## config.mk

```make
export PLATFORM = sky130hd
export DESIGN_NAME = uart_oversampled_receiver_flat
export DESIGN_NICKNAME = d
export VERILOG_FILES = /design/src/rtl/uart_oversampled_receiver_if.sv /design/src/rtl/uart_oversampled_receiver.sv /design/src/flat_wrapper.sv
export SDC_FILE = /design/constraint.sdc
export NUM_CORES = 1
export LEC_CHECK = 0
export CORE_UTILIZATION = 35
export CTS_CLUSTER_DIAMETER = 100
export DETAILED_ROUTE_END_ITERATION = 16
export PLACE_DENSITY = 0.58
export SLEW_MARGIN = 20
export SYNTH_ARGS = -nofsm -noshare
export SYNTH_HDL_FRONTEND = slang
export SYNTH_SLANG_ARGS = --single-unit
```

## constraint.sdc

```tcl
create_clock -name clk -period 6.9 [get_ports clk]
set_input_delay 2.07 -clock clk [delete_from_list [all_inputs] [get_ports clk]]
set_output_delay 2.07 -clock clk [all_outputs]
set_load 0.01 [all_outputs]
```

## src/rtl/uart_oversampled_receiver_if.sv

```systemverilog
// Receive-side word interface of uart_oversampled_receiver: received word, status flags and the consumer handshake.
// A word transfers on any rising clock edge where rxValid && rxReady. rxValid, rxData and the flags stay stable until that transfer.
interface uart_oversampled_receiver_if #(
  parameter int DATA_WIDTH = 8
);
  logic [DATA_WIDTH-1:0] rxData;
  logic                  rxValid;
  logic                  rxReady;
  logic                  parityError;
  logic                  framingError;
  logic                  overrunError;

  modport master (
    output rxData, rxValid, parityError, framingError, overrunError,
    input  rxReady
  );

  modport slave (
    input  rxData, rxValid, parityError, framingError, overrunError,
    output rxReady
  );
endinterface

```

## src/rtl/uart_oversampled_receiver.sv

```systemverilog
// Oversampled UART receiver: synchronised rx, per-frame latched format, parity/framing/overrun status.
// Define UART_RX_MAJORITY_VOTE_EN to decide each bit by a 2-of-3 vote around the mid-bit tick.
module uart_oversampled_receiver #(
  parameter int DATA_WIDTH   = 8,
  parameter int OVERSAMPLING = 16
) (
  input  logic        clk,
  input  logic        reset,
  input  logic        rx,
  input  logic [15:0] baudDivisor,
  input  logic [3:0]  dataBits,
  input  logic        parityEnable,
  input  logic        parityType,
  input  logic [1:0]  stopBits,
  output logic [2:0]  fsm_state,
  uart_oversampled_receiver_if.master word
);

  localparam int CW = $clog2(OVERSAMPLING);
  localparam logic [CW-1:0] OS_LAST = CW'(OVERSAMPLING - 1);
  localparam logic [CW-1:0] MID     = CW'(OVERSAMPLING / 2);
`ifdef UART_RX_MAJORITY_VOTE_EN
  localparam logic [CW-1:0] MID_M1  = CW'(OVERSAMPLING / 2 - 1);
  localparam logic [CW-1:0] DECIDE  = CW'(OVERSAMPLING / 2 + 1);
`else
  localparam logic [CW-1:0] DECIDE  = MID;
`endif
  localparam logic [7:0] DW = 8'(DATA_WIDTH);

  typedef enum logic [2:0] {
    IDLE   = 3'd0,
    START  = 3'd1,
    DATA   = 3'd2,
    PARITY = 3'd3,
    STOP   = 3'd4
  } state_t;

  state_t                state;
  logic                  rx_meta, rx_sync, rx_prev;
  logic [15:0]           div_cnt;
  logic [CW-1:0]         os_cnt;
  logic [3:0]            nbits_q, bit_cnt;
  logic                  par_en_q, par_type_q, two_stop_q, stop_cnt;
  logic [DATA_WIDTH-1:0] shift_q;
  logic                  par_acc, par_err, frame_err;
`ifdef UART_RX_MAJORITY_VOTE_EN
  logic [1:0]            vote_q;
`endif

  logic [15:0]           div_last;
  logic                  tick, decide, bit_val, done, done_ferr;
  logic [DATA_WIDTH-1:0] aligned;

  always_comb begin
    div_last = (baudDivisor == 16'd0) ? 16'd0 : baudDivisor - 16'd1;
    tick     = (state != IDLE) && (div_cnt >= div_last);
    decide   = tick && (os_cnt == DECIDE);
`ifdef UART_RX_MAJORITY_VOTE_EN
    bit_val  = (vote_q[0] & vote_q[1]) | (vote_q[0] & rx_sync) | (vote_q[1] & rx_sync);
`else
    bit_val  = rx_sync;
`endif
    done      = decide && (state == STOP) && (stop_cnt == two_stop_q);
    done_ferr = frame_err | ~bit_val;
    // Data shifts in from the top, so short frames sit high and are moved down here.
    aligned   = shift_q >> (DW - {4'd0, nbits_q});
  end

  assign fsm_state = state;

  always_ff @(posedge clk or negedge reset) begin
    if (!reset) begin
      state              <= IDLE;
      rx_meta            <= 1'b1;
      rx_sync            <= 1'b1;
      rx_prev            <= 1'b1;
      div_cnt            <= '0;
      os_cnt             <= '0;
      nbits_q            <= 4'd8;
      bit_cnt            <= '0;
      par_en_q           <= 1'b0;
      par_type_q         <= 1'b0;
      two_stop_q         <= 1'b0;
      stop_cnt           <= 1'b0;
      shift_q            <= '0;
      par_acc            <= 1'b0;
      par_err            <= 1'b0;
      frame_err          <= 1'b0;
`ifdef UART_RX_MAJORITY_VOTE_EN
      vote_q             <= 2'b11;
`endif
      word.rxData        <= '0;
      word.rxValid       <= 1'b0;
      word.parityError   <= 1'b0;
      word.framingError  <= 1'b0;
      word.overrunError  <= 1'b0;
    end else begin
      rx_meta           <= rx;
      rx_sync           <= rx_meta;
      rx_prev           <= rx_sync;
      word.overrunError <= 1'b0;

      if (state == IDLE) begin
        div_cnt <= '0;
        os_cnt  <= '0;
        if (rx_prev && !rx_sync) begin
          state      <= START;
          nbits_q    <= (dataBits >= 4'd5 && dataBits <= 4'd8) ? dataBits : 4'd8;
          par_en_q   <= parityEnable;
          par_type_q <= parityType;
          two_stop_q <= (stopBits == 2'd2);
          bit_cnt    <= '0;
          stop_cnt   <= 1'b0;
          shift_q    <= '0;
          par_acc    <= 1'b0;
          par_err    <= 1'b0;
          frame_err  <= 1'b0;
        end
      end else begin
        if (tick) begin
          div_cnt <= '0;
          os_cnt  <= (os_cnt == OS_LAST) ? '0 : os_cnt + 1'b1;
        end else begin
          div_cnt <= div_cnt + 16'd1;
        end
`ifdef UART_RX_MAJORITY_VOTE_EN
        if (tick && os_cnt == MID_M1) vote_q[0] <= rx_sync;
        if (tick && os_cnt == MID)    vote_q[1] <= rx_sync;
`endif
        if (decide) begin
          case (state)
            START: state <= bit_val ? IDLE : DATA;
            DATA: begin
              shift_q <= {bit_val, shift_q[DATA_WIDTH-1:1]};
              par_acc <= par_acc ^ bit_val;
              if (bit_cnt == nbits_q - 4'd1) state <= par_en_q ? PARITY : STOP;
              else                           bit_cnt <= bit_cnt + 4'd1;
            end
            PARITY: begin
              par_err <= ((par_acc ^ bit_val) != par_type_q);
              state   <= STOP;
            end
            STOP: begin
              if (!bit_val) frame_err <= 1'b1;
              if (stop_cnt == two_stop_q) state <= IDLE;
              else                        stop_cnt <= 1'b1;
            end
            default: state <= IDLE;
          endcase
        end
      end

      // A completed frame loads only if the slot is free or being drained this cycle.
      if (done && (!word.rxValid || word.rxReady)) begin
        word.rxData       <= aligned;
        word.parityError  <= par_err;
        word.framingError <= done_ferr;
        word.rxValid      <= 1'b1;
      end else if (done) begin
        word.overrunError <= 1'b1;
      end else if (word.rxValid && word.rxReady) begin
        word.rxValid <= 1'b0;
      end
    end
  end

endmodule

```

## src/flat_wrapper.sv

```systemverilog
// flat-port wrapper written by rule: the top's interface ports become plain ports
module uart_oversampled_receiver_flat 
#(
  parameter int DATA_WIDTH   = 8,
  parameter int OVERSAMPLING = 16
)
  (clk, reset, rx, baudDivisor, dataBits, parityEnable, parityType, stopBits, fsm_state, word_rxData, word_rxValid, word_parityError, word_framingError, word_overrunError, word_rxReady);
  uart_oversampled_receiver_if #(.DATA_WIDTH(DATA_WIDTH)) word_i ();
  input  logic clk;
  input  logic reset;
  input  logic rx;
  input  logic [15:0] baudDivisor;
  input  logic [3:0] dataBits;
  input  logic parityEnable;
  input  logic parityType;
  input  logic [1:0] stopBits;
  output logic [2:0] fsm_state;
  output wire logic [$bits(word_i.rxData)-1:0] word_rxData;
  output wire logic [$bits(word_i.rxValid)-1:0] word_rxValid;
  output wire logic [$bits(word_i.parityError)-1:0] word_parityError;
  output wire logic [$bits(word_i.framingError)-1:0] word_framingError;
  output wire logic [$bits(word_i.overrunError)-1:0] word_overrunError;
  input wire logic [$bits(word_i.rxReady)-1:0] word_rxReady;
  assign word_rxData = word_i.rxData;
  assign word_rxValid = word_i.rxValid;
  assign word_parityError = word_i.parityError;
  assign word_framingError = word_i.framingError;
  assign word_overrunError = word_i.overrunError;
  assign word_i.rxReady = word_rxReady;
  uart_oversampled_receiver #(.DATA_WIDTH(DATA_WIDTH), .OVERSAMPLING(OVERSAMPLING)) u_core (.clk(clk), .reset(reset), .rx(rx), .baudDivisor(baudDivisor), .dataBits(dataBits), .parityEnable(parityEnable), .parityType(parityType), .stopBits(stopBits), .fsm_state(fsm_state), .word(word_i));
endmodule
```

==> impl_metrics.py, run 1 <==
metrics = {
    "sta": {
        "tightest_slew_ps": 954,
        "post-route-min-period_ps": 6400,
        "slew_violations": 0,
        "fmax_ghz": 0.156,
        "tns_ps": 0,
        "hold_violations": 0,
        "rsz0062_at_grt": "no",
        "fin_skew_ps": 12.3,
        "max_slew_margin": 0.362,
        "finalCritPeriodShare": 0.928,
        "finalSetupViolCount": 0,
    },
    "global_routing": {
        "grt_first_pass_wirelength_um": 14700,
        "grt.total_usage": 0.162,
        "use_met2": 0.269,
        "grt_max_degree": 62,
        "antenna_found_initial": 0,
        "overflow": 0,
        "use_met3": 0.0438,
        "busiest_layer": "met2",
        "grt_pass1_vias": 3153,
        "met1_usage": 0.211,
    },
    "floorplan": {
        "die-area_sq_mm": 0.0115,
        "fp-row-count": 37,
        "ios": 43,
        "initial_core_util": 0.368,
        "coreArea_sq_mm": 0.0105,
        "fp.dieH_um": 107,
        "die_x_um": 107,
    },
    "routing": {
        "routed_via_density": 5.25,
        "drc": 0,
        "wl_per_cell_um": 13.9,
        "via_count": 3191,
        "drt_iter0_drc": 100,
        "drtAntennaViolNets": 0,
        "dr.pass1.iters": 4,
        "routed_wl_um": 8460,
    },
    "synthesis": {
        "netlist_area_sq_mm": 0.00386,
        "ys.flop_type": "dfrtp_1",
        "yosys.area.top_type": "dfrtp_1",
        "yosysUniqueCellTypes": 57,
        "ys_ff_latch": 61,
        "syn_area_per_cell_sq_um": 9.09,
        "yosysSeqAreaShare": 0.396,
        "synth.top_cell.area_share": 0.369,
        "synth_cells": 425,
        "yosysMostFrequentCell": "dfrtp_1",
        "synth_nets": 476,
        "synth.top_cells.by_count": "57 x dfrtp_1, 56 x nand2_1, 40 x nor2_1, 27 x a21oi_1, 24 x xor2_1",
        "synthTopCellsByArea": "dfrtp_1 37%, ha_1 7.4%, nand2_1 5.4%, xor2_1 5.4%, nor2_1 3.9%",
        "ys_warn_count": 0,
        "synth_edf_count": 0,
        "synthArstFlopShare": 1.00,
    },
    "clocking": {
        "cts_tree": "done",
        "cts_setup_buffers": 0,
        "h-tree-depth": 3,
        "cts_buffer_depth": 2,
        "clockRootBuffer": "clkbuf_8",
        "clock_sinks": 61,
        "cts_hold_buf": 0,
        "cts_made_buffers": 9,
        "insertion_delay_ps": 340,
        "post_cts_resized": 0,
        "clk_pin_slew_ps": 70,
    },
    "final_layout": {
        "layout-drive-gt1-share": 0.0805,
        "seq_area_sq_mm": 0.00153,
        "fill_cells": 1032,
        "nNetsFinal": 518,
        "diodes": 0,
        "multi_input_area_sq_mm": 0.00220,
        "final_util": 0.441,
        "area_growth_pct": 19.9,
        "layoutNonFillerInstCount": 608,
    },
    "placement": {
        "io_buffers": 42,
        "dp.cells": 592,
        "dp_hpwl_um": 6280,
        "place_congestion": 0.784,
    },
    "min_path": {
        "hold_class": "flip-flop to flip-flop",
    },
    "setup_path": {
        "rrSetupSlack_ps": 3900,
        "critPathCaptureType": "flip-flop",
        "arrival_ps": 6660,
        "crit_fanout": 16,
        "path_class": "input port to flip-flop",
        "worst_ep_required_time_ps": 7150,
        "crit_path_start_kind": "input port",
    },
    "power_and_ir_drop": {
        "ir_drop_v": 0.0000997,
        "p_total_mw": 0.861,
        "cellLeakagePower_nw": 2.08,
        "p_per_area_mw_per_mm2": 186,
    },
    "status": {
        "status": "finished, final reports clean",
    },
    "run": {
        "drv_cap": 0,
    },
}
-- layout by cell type, fill, tap and decap left out, types with 4 or more instances in the layout --
cell / synthesis / routed
a21oi_1: 27 / 27
a22o_1: 4 / 4
a31oi_1: 6 / 6
and3_1: 5 / 5
buf_4: 0 / 4
clkbuf_8: 0 / 10
clkdlybuf4s50_1: 0 / 41
dfrtp_1: 57 / 57
dfstp_2: 4 / 4
ha_1: 23 / 23
inv_1: 19 / 19
mux2_2: 4 / 4
mux2i_1: 9 / 9
nand2_1: 56 / 56
nand2b_1: 6 / 6
nand3_1: 13 / 13
nand4_1: 4 / 4
nor2_1: 40 / 40
nor2b_1: 4 / 4
nor3_1: 10 / 10
nor4_1: 5 / 5
o21ai_0: 16 / 16
o221a_2: 4 / 4
o2bb2ai_1: 5 / 5
o31ai_1: 6 / 6
or3_1: 6 / 6
xnor2_1: 11 / 11
xor2_1: 24 / 24
-- flip-flops by register name, summed over array words and instances, names as in the netlist, 3 cells and up --
register / cells
u_core.bit_cnt: 4
u_core.div_cnt: 16
u_core.fsm_state: 3
u_core.nbits_q: 4
u_core.os_cnt: 4
u_core.shift_q: 8
u_core.word.rxData: 8
-- critical path, stage by stage --
cell and delay, ps:
clkdlybuf4s50_1 480, or4_4 550, or3_4 360, or4_1 430, or3_4 420, and2_2 220
ha_1 260, nand2b_1 140, a2111oi_0 600, o32ai_1 290, or3_1 610, a21oi_1 240
-- metrics by stage --
stage	instance area, sq um	worst slack, ps	hold WS [ps]
final	4630	496	358
after global routing	4630	248	360
after CTS	4630	460	359
after detailed placement	4410	126	347
after global placement	4410	201	346
after floorplan	3860	888	345
-- kinds of logic after synthesis --
family	synth area share
buffers and inverters	0.0353
and+or+nand+nor	0.205
xor gates and xnor gates	0.0852
DFF	0.396
muxes	0.0408
AOI/OAI and AO/OA	0.163
adders and majority gates	0.0745
-- metal layers --
layer  up-vias  routed length (um)  share of wire
met1      1531                4060           0.48
li1       1605                   -              -
met5         -                   0              0
met4         0                  59         0.0070
met3         4                 315          0.037
met2        51                4030           0.48
-- power by group --
group	switching, mW	internal, mW
combinational	0.0509	0.0540
clock	0.138	0.213
sequential	0.0270	0.378
total	0.216	0.645
-- path summary, 6_finish.rpt --
path / from / to / cells past startpoint
setup / recovery: baudDivisor[7] / u_core.div_cnt[14] / 12
hold / removal: u_core.rx_meta / u_core.bit_val / 0
setup reg to reg: u_core.nbits_q[0] / u_core.fsm_state[2] / 8
hold reg to reg: u_core.rx_meta / u_core.bit_val / 0
max in group asynchronous: reset / u_core.bit_cnt[2] / 2
min in group asynchronous: reset / u_core.div_cnt[13] / 2
-- cell type report --
class,instances,share of cell area
multi-input combinational,330,0.474
inverter,19,0.0154
clock buffer,12,0.0313
sequential,61,0.331
clock inverter,4,0.0157
timing repair buffer,46,0.0962
tap,136,0.0367
No activity file was read; power rests on OpenSTA's default activity.
==> run 2, diff against run 1 <==
Settings changed: ABC_AREA from default to 1, CAP_MARGIN from default to 20.
==> impl_metrics.py, run 2 <==
metrics = {
    "status": {
        "status": "finished, final reports clean",
    },
    "final_layout": {
        "final_util": 0.437,
        "diodes": 0,
        "nNetsFinal": 634,
        "layout-drive-gt1-share": 0.119,
        "final_common_cell": "nand2_1",
        "top_register": "u_core.div_cnt",
        "fill_cells": 1155,
        "area_growth_pct": 22.1,
        "largest_register_ffs": 16,
        "layout_common_cells": "134 x nand2_1, 62 x inv_1, 57 x dfrtp_1",
        "top_regs": "u_core.div_cnt: 16 flops, u_core.shift_q: 8 flops, u_core.word.rxData: 8 flops",
    },
    "floorplan": {
        "die-area_sq_mm": 0.0121,
        "coreArea_sq_mm": 0.0114,
        "fp-row-count": 39,
        "die_x_um": 110,
        "ios": 43,
        "fp.dieH_um": 110,
        "initial_core_util": 0.358,
    },
    "sta": {
        "fmax_ghz": 0.199,
        "max_slew_margin": 0.489,
        "tightest_slew_ps": 767,
        "finalCritPeriodShare": 0.729,
        "fin_skew_ps": 4.87,
        "rsz0062_at_grt": "no",
        "tns_ps": 0,
        "hold_violations": 0,
        "finalSetupViolCount": 0,
        "post-route-min-period_ps": 5030,
        "slew_violations": 0,
        "whs_ps": 355,
        "timing.final.ws_setup_ps": 1870,
    },
    "setup_path": {
        "crit_path_start_kind": "input port",
        "worst_ep_required_time_ps": 7150,
        "path_class": "input port to flip-flop",
        "rrSetupSlack_ps": 4500,
        "crit_fanout": 18,
        "critPathCaptureType": "flip-flop",
        "arrival_ps": 5280,
    },
    "clocking": {
        "h-tree-depth": 3,
        "cts_buffer_depth": 2,
        "clk_pin_slew_ps": 50,
        "insertion_delay_ps": 320,
        "cts_hold_buf": 0,
        "clock_sinks": 61,
        "cts_setup_buffers": 0,
        "post_cts_resized": 0,
        "cts_tree": "done",
        "clockRootBuffer": "clkbuf_16",
        "cts_made_buffers": 9,
    },
    "synthesis": {
        "ys_ff_latch": 61,
        "synth_cells": 540,
        "synthTopCellsByArea": "dfrtp_1 35%, nand2_1 12%, ha_1 7.0%, inv_1 5.7%, nor2_1 5.1%",
        "yosysUniqueCellTypes": 42,
        "synth.top_cell.area_share": 0.349,
        "synth_nets": 591,
        "yosysMostFrequentCell": "nand2_1",
        "netlist_area_sq_mm": 0.00409,
        "yosys.area.top_type": "dfrtp_1",
        "synth_edf_count": 0,
        "ys_warn_count": 0,
        "syn_area_per_cell_sq_um": 7.57,
        "synthArstFlopShare": 1.00,
        "synth.top_cells.by_count": "134 x nand2_1, 62 x inv_1, 57 x dfrtp_1, 55 x nor2_1, 34 x o21ai_0",
        "ys.flop_type": "dfrtp_1",
        "yosysSeqAreaShare": 0.375,
    },
    "routing": {
        "dr.pass1.iters": 5,
        "routed_wl_um": 8780,
        "drtAntennaViolNets": 0,
        "drt_iter0_drc": 147,
        "wl_per_cell_um": 12.0,
        "drc": 0,
        "via_count": 3548,
        "routed_via_density": 4.85,
    },
    "power_and_ir_drop": {
        "p_clk_frac": 0.322,
        "p_per_area_mw_per_mm2": 341,
        "swShare": 0.396,
        "seqPwrFrac": 0.282,
        "p_comb_frac": 0.396,
        "p_switching_mw": 0.674,
        "ir_drop_v": 0.000215,
        "p_int_mw": 1.03,
        "cellLeakagePower_nw": 2.36,
    },
    "global_routing": {
        "use_met2": 0.280,
        "grt_first_pass_wirelength_um": 15200,
        "overflow": 0,
        "grt_max_degree": 62,
        "grt_pass1_vias": 3447,
        "busiest_layer": "met2",
        "use_met3": 0.0241,
        "met1_usage": 0.195,
        "grt.total_usage": 0.158,
        "antenna_found_initial": 0,
    },
    "placement": {
        "place_congestion": 0.836,
        "io_buffers": 42,
        "place_ws_ps": 1530,
        "dp_hpwl_um": 6520,
    },
    "min_path": {
        "hold_class": "flip-flop to flip-flop",
    },
    "run": {
        "drv_cap": 0,
    },
}
run 2: layout make-up:
type,instances,area [sq um],share of cell area
Sequential cell,61,1530,0.307
Timing Repair Buffer,43,423,0.0848
Tap cell,143,179,0.0359
Clock inverter,7,138,0.0276
Inverter,66,248,0.0497
Clock buffer,9,225,0.0451
Multi-Input combinational cell,402,2240,0.450
run 2: stage by stage:
step / power [mW] / cells / cell area, sq um
after floorplan: 1.01 / 540 / 4090
after global placement: 1.15 / 715 / 4630
after detailed placement: 1.15 / 715 / 4630
after CTS: 1.71 / 731 / 4990
after global routing: 1.84 / 731 / 4990
final: 1.70 / 731 / 4990
run 2: worst paths after layout:
kind,endpoint,startpoint,cells past startpoint
min reg2reg,u_core.bit_val,u_core.rx_meta,0
min in group asynchronous,u_core.word.rxValid,reset,2
max,u_core.div_cnt[11],baudDivisor[0],19
max reg2reg,u_core.word.rxData[0],u_core.nbits_q[0],9
min,u_core.bit_val,u_core.rx_meta,0
max in group asynchronous,u_core.nbits_q[0],reset,2
run 2: worst max-delay path, stage by stage:
cell and delay (ps):
clkdlybuf4s50_1 400, inv_1 110, ha_1 190, inv_1 70
nor2_2 190, inv_1 70, nor2_2 190, inv_1 90
nor2_1 110, xor2_1 160, nand2_1 80, ha_1 300
nand2_1 70, o21ai_0 100, a21oi_2 250, nand3_2 350
inv_1 260, o21ai_1 90, a21oi_1 110
run 2: power by group through the flow:
stage                     sequential [mW]  combinational, mW  clock [mW]
after floorplan                     0.469              0.536           0
after global placement              0.484              0.664           0
after detailed placement            0.485              0.669           0
after CTS                           0.481              0.675       0.556
after global routing                0.490              0.778       0.571
final                               0.480              0.674       0.548
run 2: per-layer routing:
metal | vias to the layer above | wire length [um]
li1 | 1838 | -
met1 | 1633 | 4180
met2 | 63 | 4160
met4 | 0 | 127
met3 | 14 | 314
met5 | - | 0
run 2: kinds of logic (layout without fill, tap and decap cells):
| kind of cell | count (synthesis) | count (layout) | synth area share |
|---|---|---|---|
| simple gates | 275 | 275 | 0.313 |
| compound gates | 82 | 82 | 0.117 |
| buf+inv | 77 | 125 | 0.0756 |
| flops | 61 | 61 | 0.375 |
| fa+ha+maj | 23 | 23 | 0.0704 |
| xor+xnor | 22 | 22 | 0.0490 |
